### src/rtl/note_seq_if.sv
// note_seq_if: host/config and oscillator-facing signals of the note sequencer.
// master = host/config side, slave = sequencer.
interface note_seq_if #(
  parameter int unsigned STEPS   = 16,
  parameter int unsigned TEMPO_W = 16
);
  localparam int unsigned AW = $clog2(STEPS);

  logic               wr_en;
  logic [AW-1:0]      wr_addr;
  logic [11:0]        wr_data;
  logic [AW-1:0]      len;
  logic [TEMPO_W-1:0] step_ticks;
  logic               start;
  logic               stop;
  logic [11:0]        count_max;
  logic               gate;
  logic [AW-1:0]      step;
  logic               busy;
  logic               done;

  modport master (
    output wr_en, wr_addr, wr_data, len, step_ticks, start, stop,
    input  count_max, gate, step, busy, done
  );

  modport slave (
    input  wr_en, wr_addr, wr_data, len, step_ticks, start, stop,
    output count_max, gate, step, busy, done
  );
endinterface

### src/rtl/note_sequencer.sv
// note_sequencer: steps through a programmable note table at a programmable
// tempo, driving the oscillator half-period (count_max) and an articulation gate.
// Optional feature macro: NOTE_SEQUENCER_LOOP_EN -- when defined, the pattern
// wraps to step 0 at its end instead of returning to IDLE.
module note_sequencer #(
  parameter int unsigned STEPS   = 16,
  parameter int unsigned TEMPO_W = 16,
  parameter int unsigned GAP     = 16
) (
  input  logic         clk,
  input  logic         rst,
  note_seq_if.slave    bus
);
  localparam int unsigned AW = $clog2(STEPS);
  localparam logic [TEMPO_W-1:0] GAP_T = TEMPO_W'(GAP);

  typedef enum logic {IDLE, PLAY} state_t;

  state_t             state_q, state_d;
  logic [11:0]        pat_q [STEPS];
  logic [AW-1:0]      step_q, step_d;
  logic [TEMPO_W-1:0] tick_q, tick_d;
  logic [AW-1:0]      len_q, len_d;
  logic [TEMPO_W-1:0] ticks_q, ticks_d;
  logic [11:0]        count_max_q, count_max_d;
  logic               gate_q, gate_d;
  logic               busy_q, busy_d;
  logic               done_q, done_d;
  logic [AW-1:0]      next_step;

  // Pattern RAM: writes land at the edge; a fetch at the same edge sees old data.
  always_ff @(posedge clk or posedge rst) begin
    if (rst) begin
      for (int i = 0; i < int'(STEPS); i++) pat_q[i] <= '0;
    end else if (bus.wr_en) begin
      pat_q[bus.wr_addr] <= bus.wr_data;
    end
  end

  // State and output registers.
  always_ff @(posedge clk or posedge rst) begin
    if (rst) begin
      state_q     <= IDLE;
      step_q      <= '0;
      tick_q      <= '0;
      len_q       <= '0;
      ticks_q     <= '0;
      count_max_q <= '0;
      gate_q      <= 1'b0;
      busy_q      <= 1'b0;
      done_q      <= 1'b0;
    end else begin
      state_q     <= state_d;
      step_q      <= step_d;
      tick_q      <= tick_d;
      len_q       <= len_d;
      ticks_q     <= ticks_d;
      count_max_q <= count_max_d;
      gate_q      <= gate_d;
      busy_q      <= busy_d;
      done_q      <= done_d;
    end
  end

  assign next_step = step_q + AW'(1);

  // Next-state: playback stepping, note fetch, end-of-pattern and gate shaping.
  always_comb begin
    state_d     = state_q;
    step_d      = step_q;
    tick_d      = tick_q;
    len_d       = len_q;
    ticks_d     = ticks_q;
    count_max_d = count_max_q;
    busy_d      = busy_q;
    done_d      = 1'b0;
    gate_d      = 1'b0;

    if (bus.stop) begin
      state_d     = IDLE;
      step_d      = '0;
      tick_d      = '0;
      count_max_d = '0;
      busy_d      = 1'b0;
    end else begin
      case (state_q)
        IDLE: begin
          if (bus.start) begin
            state_d     = PLAY;
            len_d       = bus.len;
            ticks_d     = bus.step_ticks;
            step_d      = '0;
            tick_d      = '0;
            count_max_d = pat_q[0];
            busy_d      = 1'b1;
          end
        end
        PLAY: begin
          if (tick_q != ticks_q) begin
            tick_d = tick_q + TEMPO_W'(1);
          end else if (step_q != len_q) begin
            step_d      = next_step;
            tick_d      = '0;
            count_max_d = pat_q[next_step];
          end else begin
            done_d = 1'b1;
            step_d = '0;
            tick_d = '0;
`ifdef NOTE_SEQUENCER_LOOP_EN
            count_max_d = pat_q[0];
`else
            state_d     = IDLE;
            count_max_d = '0;
            busy_d      = 1'b0;
`endif
          end
        end
        default: state_d = IDLE;
      endcase
    end

    // Gate drops for the last GAP ticks of a step; short steps have no gap.
    if (state_d == PLAY && count_max_d != '0) begin
      gate_d = !(ticks_d >= GAP_T && tick_d > (ticks_d - GAP_T));
    end
  end

  assign bus.count_max = count_max_q;
  assign bus.gate      = gate_q;
  assign bus.step      = step_q;
  assign bus.busy      = busy_q;
  assign bus.done      = done_q;
endmodule
### src/flat_wrapper.sv
// flat-port wrapper written by rule: the top's interface ports become plain ports
module note_sequencer_flat 
#(
  parameter int unsigned STEPS   = 16,
  parameter int unsigned TEMPO_W = 16,
  parameter int unsigned GAP     = 16
)
  (clk, rst, bus_wr_en, bus_wr_addr, bus_wr_data, bus_len, bus_step_ticks, bus_start, bus_stop, bus_count_max, bus_gate, bus_step, bus_busy, bus_done);
  note_seq_if #(.STEPS(STEPS), .TEMPO_W(TEMPO_W)) bus_i ();
  input  logic clk;
  input  logic rst;
  input wire logic [$bits(bus_i.wr_en)-1:0] bus_wr_en;
  input wire logic [$bits(bus_i.wr_addr)-1:0] bus_wr_addr;
  input wire logic [$bits(bus_i.wr_data)-1:0] bus_wr_data;
  input wire logic [$bits(bus_i.len)-1:0] bus_len;
  input wire logic [$bits(bus_i.step_ticks)-1:0] bus_step_ticks;
  input wire logic [$bits(bus_i.start)-1:0] bus_start;
  input wire logic [$bits(bus_i.stop)-1:0] bus_stop;
  output wire logic [$bits(bus_i.count_max)-1:0] bus_count_max;
  output wire logic [$bits(bus_i.gate)-1:0] bus_gate;
  output wire logic [$bits(bus_i.step)-1:0] bus_step;
  output wire logic [$bits(bus_i.busy)-1:0] bus_busy;
  output wire logic [$bits(bus_i.done)-1:0] bus_done;
  assign bus_i.wr_en = bus_wr_en;
  assign bus_i.wr_addr = bus_wr_addr;
  assign bus_i.wr_data = bus_wr_data;
  assign bus_i.len = bus_len;
  assign bus_i.step_ticks = bus_step_ticks;
  assign bus_i.start = bus_start;
  assign bus_i.stop = bus_stop;
  assign bus_count_max = bus_i.count_max;
  assign bus_gate = bus_i.gate;
  assign bus_step = bus_i.step;
  assign bus_busy = bus_i.busy;
  assign bus_done = bus_i.done;
  note_sequencer #(.STEPS(STEPS), .TEMPO_W(TEMPO_W), .GAP(GAP)) u_core (.clk(clk), .rst(rst), .bus(bus_i));
endmodule
### config.mk
export PLATFORM = sky130hd
export DESIGN_NAME = note_sequencer_flat
export DESIGN_NICKNAME = d
export VERILOG_FILES = /design/src/rtl/note_seq_if.sv /design/src/rtl/note_sequencer.sv /design/src/flat_wrapper.sv
export SDC_FILE = /design/constraint.sdc
export NUM_CORES = 1
export LEC_CHECK = 0
export ABC_CLOCK_PERIOD_IN_PS = 8000
export CORE_ASPECT_RATIO = 1.25
export CORE_MARGIN = 2
export CORE_UTILIZATION = 64
export DETAILED_ROUTE_END_ITERATION = 8
export DONT_BUFFER_PORTS = 1
export PLACE_DENSITY = 0.78
export RECOVER_POWER = 25
export SYNTH_ARGS = -nofsm -noshare
export SYNTH_HDL_FRONTEND = slang
export SYNTH_SLANG_ARGS = --single-unit
### constraint.sdc
create_clock -name clk -period 8 [get_ports clk]
set_input_delay 0.4 -clock clk [delete_from_list [all_inputs] [get_ports clk]]
set_output_delay 0.4 -clock clk [all_outputs]
set_load 0.01 [all_outputs]
==> run_results.csv, run 1 <==
group,metric,value,unit
floorplan,die_area,20400,um^2
pwr,powerDensity,262,nW/um^2
cts,clockBufferDepth,3,
global_routing,antenna_found_initial,0,
synthesis,synth_ff_type,"dfrtp_1",
pwr,p_int,2.60,mW
global_routing,grt_pass1_vias,8328,
floorplan,die_h,159,um
synthesis,synth.top_cell.area_share,50.3,%
placement,place.gp.congestion,0.872,
synthesis,synth_edf_count,0,
sta,max_freq,218,MHz
floorplan,die_w,128,um
synthesis,synth_top_area_cell,"dfrtp_1",
worst_setup_path,regToRegSetupSlack,3.41,ns
worst_setup_path,crit_fanout,27,
cells_and_area,diodes,0,
placement,placed_cell_area,12400,um^2
worst_setup_path,cp.arrival,5.04,ns
cts,clk_latency,0.53,ns
status,violations,"max-capacitance violations, max-slew violations",
cells_and_area,instances_no_fill,1150,
floorplan,start_util,65.4,%
synthesis,synth.area.top_cells,"dfrtp_1 50%, mux2_2 18%, mux4_2 8.8%",
floorplan,rows,56,
sta,report.final.slew_viol_count,100,
sta,fin_ws,3.41,ns
synthesis,synthCells,918,
pwr,leakage,5.81,nW
cts,tritoncts,"built",
synthesis,ys_types,51,
floorplan,core_area,18800,um^2
cells_and_area,final_core_util,70.6,%
sta,max_slew_margin,-205,%
placement,place_inst,1101,
floorplan,io_pins,60,
synthesis,synth_top_family_by_area,"multiplexers",
min_path,hold_path.class,"input pin to flip-flop",
route,ant_nets,0,
placement,place_hpwl,19000,um
global_routing,grt_max_degree,100,
synthesis,yosys_warnings,0,
global_routing,grt_overflow,0,
sta,final.min_clock_period,4.59,ns
pwr,seqPwrFrac,47.7,%
cts,cts_sinks,248,
route,dr.pass1.iters,5,
synthesis,synthMuxAreaShare,29.8,%
sta,fin_tns_setup,0,ns
pwr,combinationalPowerShare,17.7,%
synthesis,post_synth_xor_area_fraction,2.34,%
placement,port_buffers,0,
route,drc,0,
worst_setup_path,critPathKind,"flip-flop to flip-flop",
global_routing,grtUsageTotal,28.7,%
cts,numCtsBuffers,26,
synthesis,seq_area_frac_synth,50.3,%
cells_and_area,nets,960,
run,drv_cap,1,
pwr,p_sw_share,25.6,%
route,route.vias.total,7571,
cells_and_area,layout-drive-gt1-share,34.3,%
status,run_status,"finished with violations",
synthesis,avgSynthCellArea,13.4,um^2
cts,cts-htree-levels,1,
synthesis,ys_seq_elements,248,
cts,cts_resized,0,
route,wl_per_cell,24.5,um
worst_setup_path,setup.worst_path.end_class,"flip-flop",
synthesis,synthAdderAreaFrac,2.03,%
synthesis,async_reset_ff_share,100,%
route,wirelength,28200,um
route,viasPerCell,6.58,
pwr,ir_worst_vdd,0.200,mV
worst_setup_path,critPathRequiredTime,8.45,ns
sta,skew,0.0147,ns
sta,hold_viol,0,
sta,period_share,57.4,%
synthesis,syn_area,12300,um^2
global_routing,grt_pass1_wl,45600,um
placement,preCtsSetupSlack,3.49,ns
pwr,switching_power,0.893,mW
pwr,power,3.49,mW
cells_and_area,design_area,13300,um^2
sta,tightest_slew,4.55,ns
sta,hold_slack,0.0146,ns
synthesis,synth_nets,979,
synthesis,synthSimpleGateAreaFrac,6.65,%
pwr,pwr-share-clk,34.7,%
sta,rsz0062_at_grt,"no",
cts,clockRootBuffer,"clkbuf_16",
cts,path_clk_slew,0.06,ns
cells_and_area,areaGrowthSynthToFinish,7.97,%
sta,setup-violations-final,0,
synthesis,synth_compound_area_share,5.70,%
worst_setup_path,cp-start-kind,"flip-flop",
route,drt-initial-drc-count,522,
-- worst max-delay path, cell delays in order (launching register included) --
cell,delay (ns)
dfrtp_1,0.45
xor2_1,0.20
nor4_2,0.33
nand4_2,0.69
nand2_1,0.85
o21ai_0,0.20
a21oi_1,0.18
nor2_1,0.08
ha_1,0.30
nand4_1,0.19
nor4_1,0.59
a41o_1,0.17
a31oi_1,0.05
nor3b_1,0.20
-- final cells by class --
class	count	area (um^2)
clock inverters	8	71.3
flip-flops and latches	248	6210
repair buffers	16	113
multi-input cells	588	5760
inverters	19	72.6
well taps	232	290
fillers	1277	5540
clock buffers	39	801
-- final timing paths --
kind / from / endpoint / depth (start not counted)
hold reg to reg: u_core.pat_q[87] / u_core.pat_q[87] / 1
min in group asynchronous: rst / u_core.len_q[1] / 2
max in group asynchronous: rst / u_core.pat_q[89] / 3
setup / recovery: u_core.tick_q[12] / u_core.bus.gate / 13
hold / removal: bus_wr_data[11] / u_core.pat_q[71] / 1
setup reg to reg: u_core.tick_q[12] / u_core.bus.gate / 13
-- cells in the mapped netlist, types with 11 or more instances --
library cell / instances
dfrtp_1: 248
nor2b_1: 11
o21ai_0: 19
inv_1: 18
a211oi_1: 15
mux4_2: 48
nor2_1: 42
mux2_2: 198
nand2_1: 26
clkbuf_1: 39
ha_1: 20
a21oi_1: 30
xor2_1: 23
mux2i_1: 36
-- logic make-up after synthesis --
| logic type | Yosys count |
|---|---|
| muxes | 282 |
| AOI/OAI and AO/OA | 102 |
| buffers and inverters | 82 |
| and+or+nand+nor | 151 |
| DFF | 248 |
| adders and majority gates | 20 |
| xor gates and xnor gates | 33 |
-- flip-flops by register name (all words and copies together) (netlist names) --
name and count:
u_core.tick_q 16, u_core.bus.done 1, u_core.ticks_q 16, u_core.pat_q 192, u_core.bus.busy 1, u_core.len_q 4, u_core.bus.count_max 12, u_core.bus.step 4
u_core.bus.gate 1, u_core.state_q 1
-- layer usage --
metal,vias to the layer above,part of all wire [%],track usage [%]
li1,3348,-,-
met3,60,4.7,4.50
met1,3955,40,36.4
met4,0,3.0,9.49
met5,-,0,0
met2,208,53,50.4
-- cells in the final DEF (no fill, tap or decap), types with 2 or more instances in the layout --
cell         n
dfrtp_1    247
mux2_2     198
mux4_2      48
nor2_1      42
mux2i_1     36
a21oi_1     30
clkbuf_16   27
nand2_1     26
xor2_1      22
o21ai_0     19
ha_1        19
inv_1       17
a211oi_1    15
nor2b_1     11
a2111o_1    10
clkbuf_1    10
and3_1       9
nand3_1      9
xnor2_1      9
a221oi_1     8
clkbuf_8     8
buf_4        8
nand2b_1     7
nor4_1       6
clkinv_2     6
nand3b_1     5
or3_1        5
nor4_2       5
nand4_1      5
nor3b_1      4
and2b_1      4
a21o_1       4
a31oi_1      3
or2_2        3
nor3_1       3
or4_1        3
a22oi_1      2
o21a_1       2
o31ai_1      2
-- power by group through the flow --
| stage | Combinational (mW) | Sequential [mW] | Clock, mW |
|---|---|---|---|
| 2_1_floorplan | 0.533 | 1.62 | 0 |
| 3_3_place_gp | 0.591 | 1.65 | 0 |
| 3_5_place_dp | 0.618 | 1.68 | 0 |
| 4_1_cts | 0.625 | 1.66 | 1.23 |
| 5_1_grt | 0.676 | 1.69 | 1.27 |
| 6_report | 0.617 | 1.66 | 1.21 |
-- timing repair --
action / 4_1_cts / 5_1_grt
setup buffers: 0 / 0
endpoints found under the hold margin: 124 / 0
hold buffers: 2 / 0
Power figures use the tool's default switching activity.
==> run 2, diff against run 1 <==
--- a/config.mk
+++ b/config.mk
@@ -5,13 +5,14 @@
 export SDC_FILE = /design/constraint.sdc
 export NUM_CORES = 1
 export LEC_CHECK = 0
-export ABC_CLOCK_PERIOD_IN_PS = 8000
+export ABC_AREA = 1
+export ABC_CLOCK_PERIOD_IN_PS = 4100
 export CORE_ASPECT_RATIO = 1.25
 export CORE_MARGIN = 2
-export CORE_UTILIZATION = 64
+export CORE_UTILIZATION = 58
 export DETAILED_ROUTE_END_ITERATION = 8
 export DONT_BUFFER_PORTS = 1
-export PLACE_DENSITY = 0.78
+export PLACE_DENSITY = 0.74
 export RECOVER_POWER = 25
 export SYNTH_ARGS = -nofsm -noshare
 export SYNTH_HDL_FRONTEND = slang
==> constraint.sdc (replaced) <==
create_clock -name clk -period 4.1 [get_ports clk]
set_input_delay 0.205 -clock clk [delete_from_list [all_inputs] [get_ports clk]]
set_output_delay 0.205 -clock clk [all_outputs]
set_load 0.01 [all_outputs]
==> run_results.csv, run 2 <==
group,metric,value,unit
floorplan,core_area,22100,um^2
min_path,whs_endpoint,"u_core.ticks_q[4]",
worst_setup_path,cp.arrival,4.15,ns
placement,placed_cell_area,13000,um^2
min_path,whs_path_depth,2,
sta,setup-violations-final,0,
status,violations,"max-capacitance violations, max-slew violations",
min_path,hold_path.class,"input pin to flip-flop",
cts,cts_resized,0,
synthesis,synth_nets,1763,
synthesis,avgSynthCellArea,7.58,um^2
synthesis,ys_types,44,
route,dr.pass1.iters,5,
pwr,leakage,6.83,nW
synthesis,syn_area,12900,um^2
floorplan,io_pins,60,
worst_setup_path,critPathRequiredTime,4.57,ns
worst_setup_path,setup.worst_path.end_class,"flip-flop",
sta,rsz0062_at_grt,"no",
status,run_status,"finished with violations",
cts,clk_latency,0.53,ns
route,route.vias.total,11300,
synthesis,netlist_top_cells_count,"517 x nand2_1, 248 x dfrtp_1, 231 x o21ai_0, 161 x nor2_1, 155 x inv_1",
cts,clockBufferDepth,3,
pwr,ir_worst_vdd,0.334,mV
cts,cts_hold_buf,44,
placement,place_hpwl,22100,um
sta,tightest_slew,2.62,ns
sta,report.final.slew_viol_count,250,
cells_and_area,nets,1750,
sta,period_share,89.8,%
cts,tritoncts,"built",
placement,place_inst,1900,
synthesis,synth_top_area_cell,"dfrtp_1",
synthesis,synth_ff_type,"dfrtp_1",
cells_and_area,largest_reg_flops,192,
synthesis,ys_seq_elements,248,
global_routing,grt_pass1_vias,10900,
synthesis,synth.top_cell.area_share,48.1,%
cells_and_area,nFillCells,1909,
cts,clockRootBuffer,"clkbuf_16",
cts,cts-htree-levels,1,
cells_and_area,largest_registers,"u_core.pat_q x192, u_core.tick_q x16, u_core.ticks_q x16",
cts,path_clk_slew,0.06,ns
global_routing,grt_overflow,0,
synthesis,yosys_warnings,0,
synthesis,seq_area_frac_synth,48.1,%
route,ant_nets,0,
cells_and_area,areaGrowthSynthToFinish,10.6,%
floorplan,die_h,171,um
worst_setup_path,critPathKind,"flip-flop to flip-flop",
route,wl_per_cell,18.0,um
synthesis,synth_edf_count,0,
cells_and_area,final_common_cell,"nand2_1",
route,drc,0,
floorplan,start_util,58.5,%
route,wirelength,35900,um
global_routing,grt_max_degree,147,
pwr,powerDensity,479,nW/um^2
global_routing,grt_pass1_wl,57600,um
worst_setup_path,r2r_cells,19,
sta,skew,0.00685,ns
cells_and_area,regMostFlops,"u_core.pat_q",
worst_setup_path,cp-start-kind,"flip-flop",
sta,max_freq,272,MHz
worst_setup_path,regToRegSetupSlack,0.42,ns
worst_setup_path,reg2reg_from,"u_core.tick_q[7]",
sta,fin_tns_setup,0,ns
synthesis,yosysMostFrequentCell,"nand2_1",
run,drv_cap,2,
synthesis,synthCells,1702,
placement,port_buffers,0,
floorplan,die_w,137,um
global_routing,antenna_found_initial,2,
floorplan,rows,61,
cells_and_area,layout-drive-gt1-share,6.03,%
worst_setup_path,rr_endpoint,"u_core.bus.gate",
cells_and_area,design_area,14300,um^2
worst_setup_path,crit_fanout,16,
cells_and_area,mostFrequentLayoutCells,"517 x nand2_1, 247 x dfrtp_1, 231 x o21ai_0",
cts,postCtsSetupBuffers,0,
cells_and_area,instances_no_fill,1994,
synthesis,synth.area.top_cells,"dfrtp_1 48%, nand2_1 15%, o21ai_0 9.0%",
route,drt-initial-drc-count,1081,
sta,hold_viol,0,
min_path,hold_path_startpoint,"bus_step_ticks[4]",
sta,final.min_clock_period,3.68,ns
cells_and_area,final_core_util,64.7,%
pwr,power,6.84,mW
sta,max_slew_margin,-74.8,%
synthesis,async_reset_ff_share,100,%
cts,numCtsBuffers,26,
cts,cts_sinks,248,
floorplan,die_area,23500,um^2
global_routing,grtUsageTotal,31.5,%
placement,place.gp.congestion,0.847,
route,viasPerCell,5.68,
[run 2: cell count changes after synthesis, sizes merged, moves of 36 or more]
cell / before / now
nand2: 26 / 519
o21ai: 19 / 243
mux2: 198 / 4
inv: 18 / 166
nor2: 42 / 165
nand3: 9 / 120
mux4: 48 / 0
mux2i: 36 / 0
[run 2: critical path, cell delays in order (launching register included)]
cell	delay (ns)
dfrtp_1	0.42
inv_1	0.17
nand2_1	0.09
nand2_1	0.08
inv_1	0.04
nand2_1	0.05
nor2_1	0.04
nand2_1	0.10
nor2_4	0.04
nor2_1	0.78
o21ai_0	0.26
a221oi_1	0.47
ha_1	0.34
a21oi_1	0.17
o221ai_1	0.16
nand2_1	0.09
nand2_1	0.05
a31oi_1	0.12
nand2_1	0.08
inv_1	0.05
[run 2: cells by family (layout without fill, tap and decap cells)]
family	count (synthesis)	in the layout	synth area share [%]
AOI/OAI and AO/OA	328	328	13.7
xor gates and xnor gates	19	19	1.46
adders and majority gates	20	20	1.94
buffers and inverters	263	270	8.46
DFF	248	248	48.1
muxes	4	4	0.349
other	0	2	0
and+or+nand+nor	820	820	26.0
[run 2: final cells by class]
class | count | area, um^2 | area share [%]
sequential | 248 | 6210 | 43.5
multi-input combinational | 1191 | 5630 | 39.5
clock buffer | 41 | 828 | 5.80
inverter | 166 | 624 | 4.37
timing repair buffer | 56 | 551 | 3.86
tap | 283 | 354 | 2.48
clock inverter | 7 | 66.3 | 0.465
antenna | 2 | 5.00 | 0.0351
[run 2: how the worst max path moves through the flow]
| stage | startpoint | end | slack, ns | depth (start not counted) |
|---|---|---|---|---|
| final | u_core.tick_q[7] | u_core.bus.gate | 0.42 | 19 |
| after global routing | u_core.tick_q[7] | u_core.bus.gate | 0.16 | 18 |
| after CTS | u_core.tick_q[7] | u_core.bus.gate | 0.49 | 19 |
| after detailed placement | u_core.state_q | u_core.bus.gate | 0.58 | 17 |
| after global placement | u_core.state_q | u_core.bus.gate | 0.56 | 17 |
| after floorplan | rst | u_core.bus.busy | 0.64 | 1 |
[run 2: metrics by stage]
stage | setup WS [ns] | hold slack (ns)
after floorplan | 0.635 | 0.326
final | 0.420 | 0.0190
after global placement | 0.556 | 0.277
after CTS | 0.494 | 0.00762
after detailed placement | 0.579 | 0.278
after global routing | 0.161 | 0.0482
[run 2: per-layer routing]
| layer | vias up | part of all wire (%) | track usage, % |
|---|---|---|---|
| li1 | 5422 | - | - |
| met1 | 5364 | 41 | 40.5 |
| met2 | 434 | 48 | 53.1 |
| met3 | 109 | 7.3 | 4.92 |
| met4 | 2 | 3.9 | 12.5 |
| met5 | - | 0.039 | 0 |
[run 2: power breakdown]
part           leakage, nW  total [mW]  internal [mW]  switching, mW
registers             3.11        3.14           2.90          0.244
clock network        0.443        2.44           1.45          0.990
logic                 3.28        1.26          0.456          0.808
==> run 3, diff against run 2 <==
--- a/config.mk
+++ b/config.mk
@@ -6,13 +6,12 @@
 export NUM_CORES = 1
 export LEC_CHECK = 0
 export ABC_AREA = 1
-export ABC_CLOCK_PERIOD_IN_PS = 4100
+export ABC_CLOCK_PERIOD_IN_PS = 4600
 export CORE_ASPECT_RATIO = 1.25
-export CORE_MARGIN = 2
-export CORE_UTILIZATION = 58
+export CORE_UTILIZATION = 64
 export DETAILED_ROUTE_END_ITERATION = 8
 export DONT_BUFFER_PORTS = 1
-export PLACE_DENSITY = 0.74
+export PLACE_DENSITY = 0.78
 export RECOVER_POWER = 25
 export SYNTH_ARGS = -nofsm -noshare
 export SYNTH_HDL_FRONTEND = slang
==> constraint.sdc (replaced) <==
create_clock -name clk -period 4.6 [get_ports clk]
set_input_delay 0.23 -clock clk [delete_from_list [all_inputs] [get_ports clk]]
set_output_delay 0.23 -clock clk [all_outputs]
set_load 0.01 [all_outputs]
==> run_results.csv, run 3 (same netlist as run 2, synthesis figures left out) <==
group,metric,value,unit
floorplan,die_h,161,um
sta,max_slew_margin,-6.19,%
cts,clk_latency,0.52,ns
placement,place_hpwl,23000,um
cells_and_area,multi_input_area,5640,um^2
pwr,p_sw_share,29.9,%
global_routing,grt_overflow,0,
sta,skew,0.00732,ns
placement,place.gp.congestion,0.856,
route,route.vias.total,11400,
floorplan,core_area,19600,um^2
global_routing,grt_pass1_wl,57000,um
worst_setup_path,regToRegSetupSlack,0.98,ns
cells_and_area,diodes,0,
route,viasPerCell,5.78,
status,violations,"negative hold slack, max-capacitance violations, max-slew violations",
cells_and_area,regArea,6210,um^2
cts,cts-htree-levels,1,
cells_and_area,final_common_cell,"nand2_1",
route,wl_per_cell,18.1,um
pwr,powerDensity,430,nW/um^2
sta,fin_tns_setup,0,ns
sta,period_share,78.7,%
sta,hold_slack,-0.00839,ns
worst_setup_path,critPathKind,"flip-flop to flip-flop",
floorplan,start_util,65.8,%
global_routing,antenna_found_initial,0,
pwr,combinationalPowerShare,18.4,%
cts,clockBufferDepth,3,
floorplan,rows,57,
status,run_status,"finished with violations",
pwr,pwr-share-clk,35.3,%
worst_setup_path,cp.arrival,4.09,ns
route,drt-initial-drc-count,955,
sta,final.min_clock_period,3.62,ns
cts,clockRootBuffer,"clkbuf_16",
min_path,hold_path.class,"input pin to flip-flop",
global_routing,grt_pass1_vias,10900,
placement,placed_cell_area,12900,um^2
cells_and_area,largest_reg_flops,192,
floorplan,io_pins,60,
placement,port_buffers,0,
pwr,ir_worst_vdd,0.340,mV
cells_and_area,largest_registers,"u_core.pat_q x192, u_core.tick_q x16, u_core.ticks_q x16",
cts,numCtsBuffers,26,
cts,tritoncts,"built",
cells_and_area,layout-drive-gt1-share,5.88,%
floorplan,die_area,20700,um^2
cells_and_area,mostFrequentLayoutCells,"517 x nand2_1, 247 x dfrtp_1, 231 x o21ai_0",
cts,cts_sinks,248,
cells_and_area,nFillCells,1595,
cells_and_area,nets,1743,
worst_setup_path,critPathRequiredTime,5.07,ns
route,drc,0,
run,drv_cap,1,
route,wirelength,35700,um
sta,tightest_slew,1.59,ns
sta,report.final.slew_viol_count,25,
pwr,p_int,4.27,mW
global_routing,grt_max_degree,179,
route,ant_nets,0,
worst_setup_path,crit_fanout,37,
pwr,switching_power,1.82,mW
route,dr.pass1.iters,5,
pwr,leakage,6.79,nW
cts,postCtsSetupBuffers,0,
cells_and_area,design_area,14200,um^2
worst_setup_path,cp-start-kind,"flip-flop",
sta,max_freq,276,MHz
sta,rsz0062_at_grt,"no",
floorplan,die_w,129,um
sta,setup-violations-final,0,
pwr,seqPwrFrac,46.2,%
cts,path_clk_slew,0.06,ns
worst_setup_path,setup.worst_path.end_class,"flip-flop",
sta,hold_viol,1,
global_routing,grtUsageTotal,35.6,%
cells_and_area,areaGrowthSynthToFinish,9.70,%
cells_and_area,regMostFlops,"u_core.pat_q",
==> run 3: timing repair <==
action | in CTS | in global routing
hold buffers | 35 | 0
endpoints found under the hold margin | 348 | 0
gates resized for setup | 0 | 0
==> run 3: power groups by stage <==
stage | Clock, mW | Combinational, mW | Sequential, mW
finish | 2.15 | 1.12 | 2.81
global route | 2.27 | 1.29 | 2.86
CTS | 2.17 | 1.12 | 2.81
detailed placement | 0 | 1.07 | 2.84
global placement | 0 | 1.04 | 2.83
floorplan | 0 | 0.858 | 2.77
==> run 3: critical path, cell delays in order, from the launching register on <==
cell,delay [ns]
dfrtp_1,0.42
inv_2,0.28
nand3_4,0.43
o21ai_1,0.39
inv_1,0.18
nor4_4,0.40
nand4_1,0.17
xor2_1,0.18
ha_1,0.31
nand2_1,0.08
nor4_1,0.34
nand2_1,0.10
a31oi_1,0.18
nand2_1,0.07
inv_1,0.04
==> run 3: final timing paths <==
| check | start | end | depth (start not counted) |
|---|---|---|---|
| min reg2reg | u_core.pat_q[142] | u_core.pat_q[142] | 2 |
| max reg2reg | u_core.state_q | u_core.bus.gate | 14 |
| max | u_core.state_q | u_core.bus.gate | 14 |
| min in group asynchronous | rst | u_core.pat_q[11] | 3 |
| max in group asynchronous | rst | u_core.state_q | 3 |
| min | bus_step_ticks[1] | u_core.ticks_q[1] | 2 |
==> run 3: layer usage <==
metal  vias up  routed length [um]  track usage, %
met5         -                   0               0
met4         0                1770            17.4
met1      5357               13600            43.9
met2       487               17300            59.5
met3       115                2960            6.93
li1       5400                   -               -
==> run 3: area by class of cell <==
class	count	area share, %
Inverter	166	4.43
Clock buffer	39	5.52
Timing Repair Buffer	49	3.32
Tap cell	265	2.34
Sequential cell	248	43.9
Multi-Input combinational cell	1191	39.8
Clock inverter	8	0.698
==> run 3: per-stage QoR <==
step           total power [mW]  setup slack [ns]  utilization (%)  cells
6_report                   6.09             0.980             72.2   1966
5_1_grt                    6.42             0.577             72.2   1966
3_5_place_dp               3.91             0.969             65.9   1884
3_3_place_gp               3.86              1.04             65.9   1884
4_1_cts                    6.09             0.946             72.2   1966
2_1_floorplan              3.63              1.11                -   1702
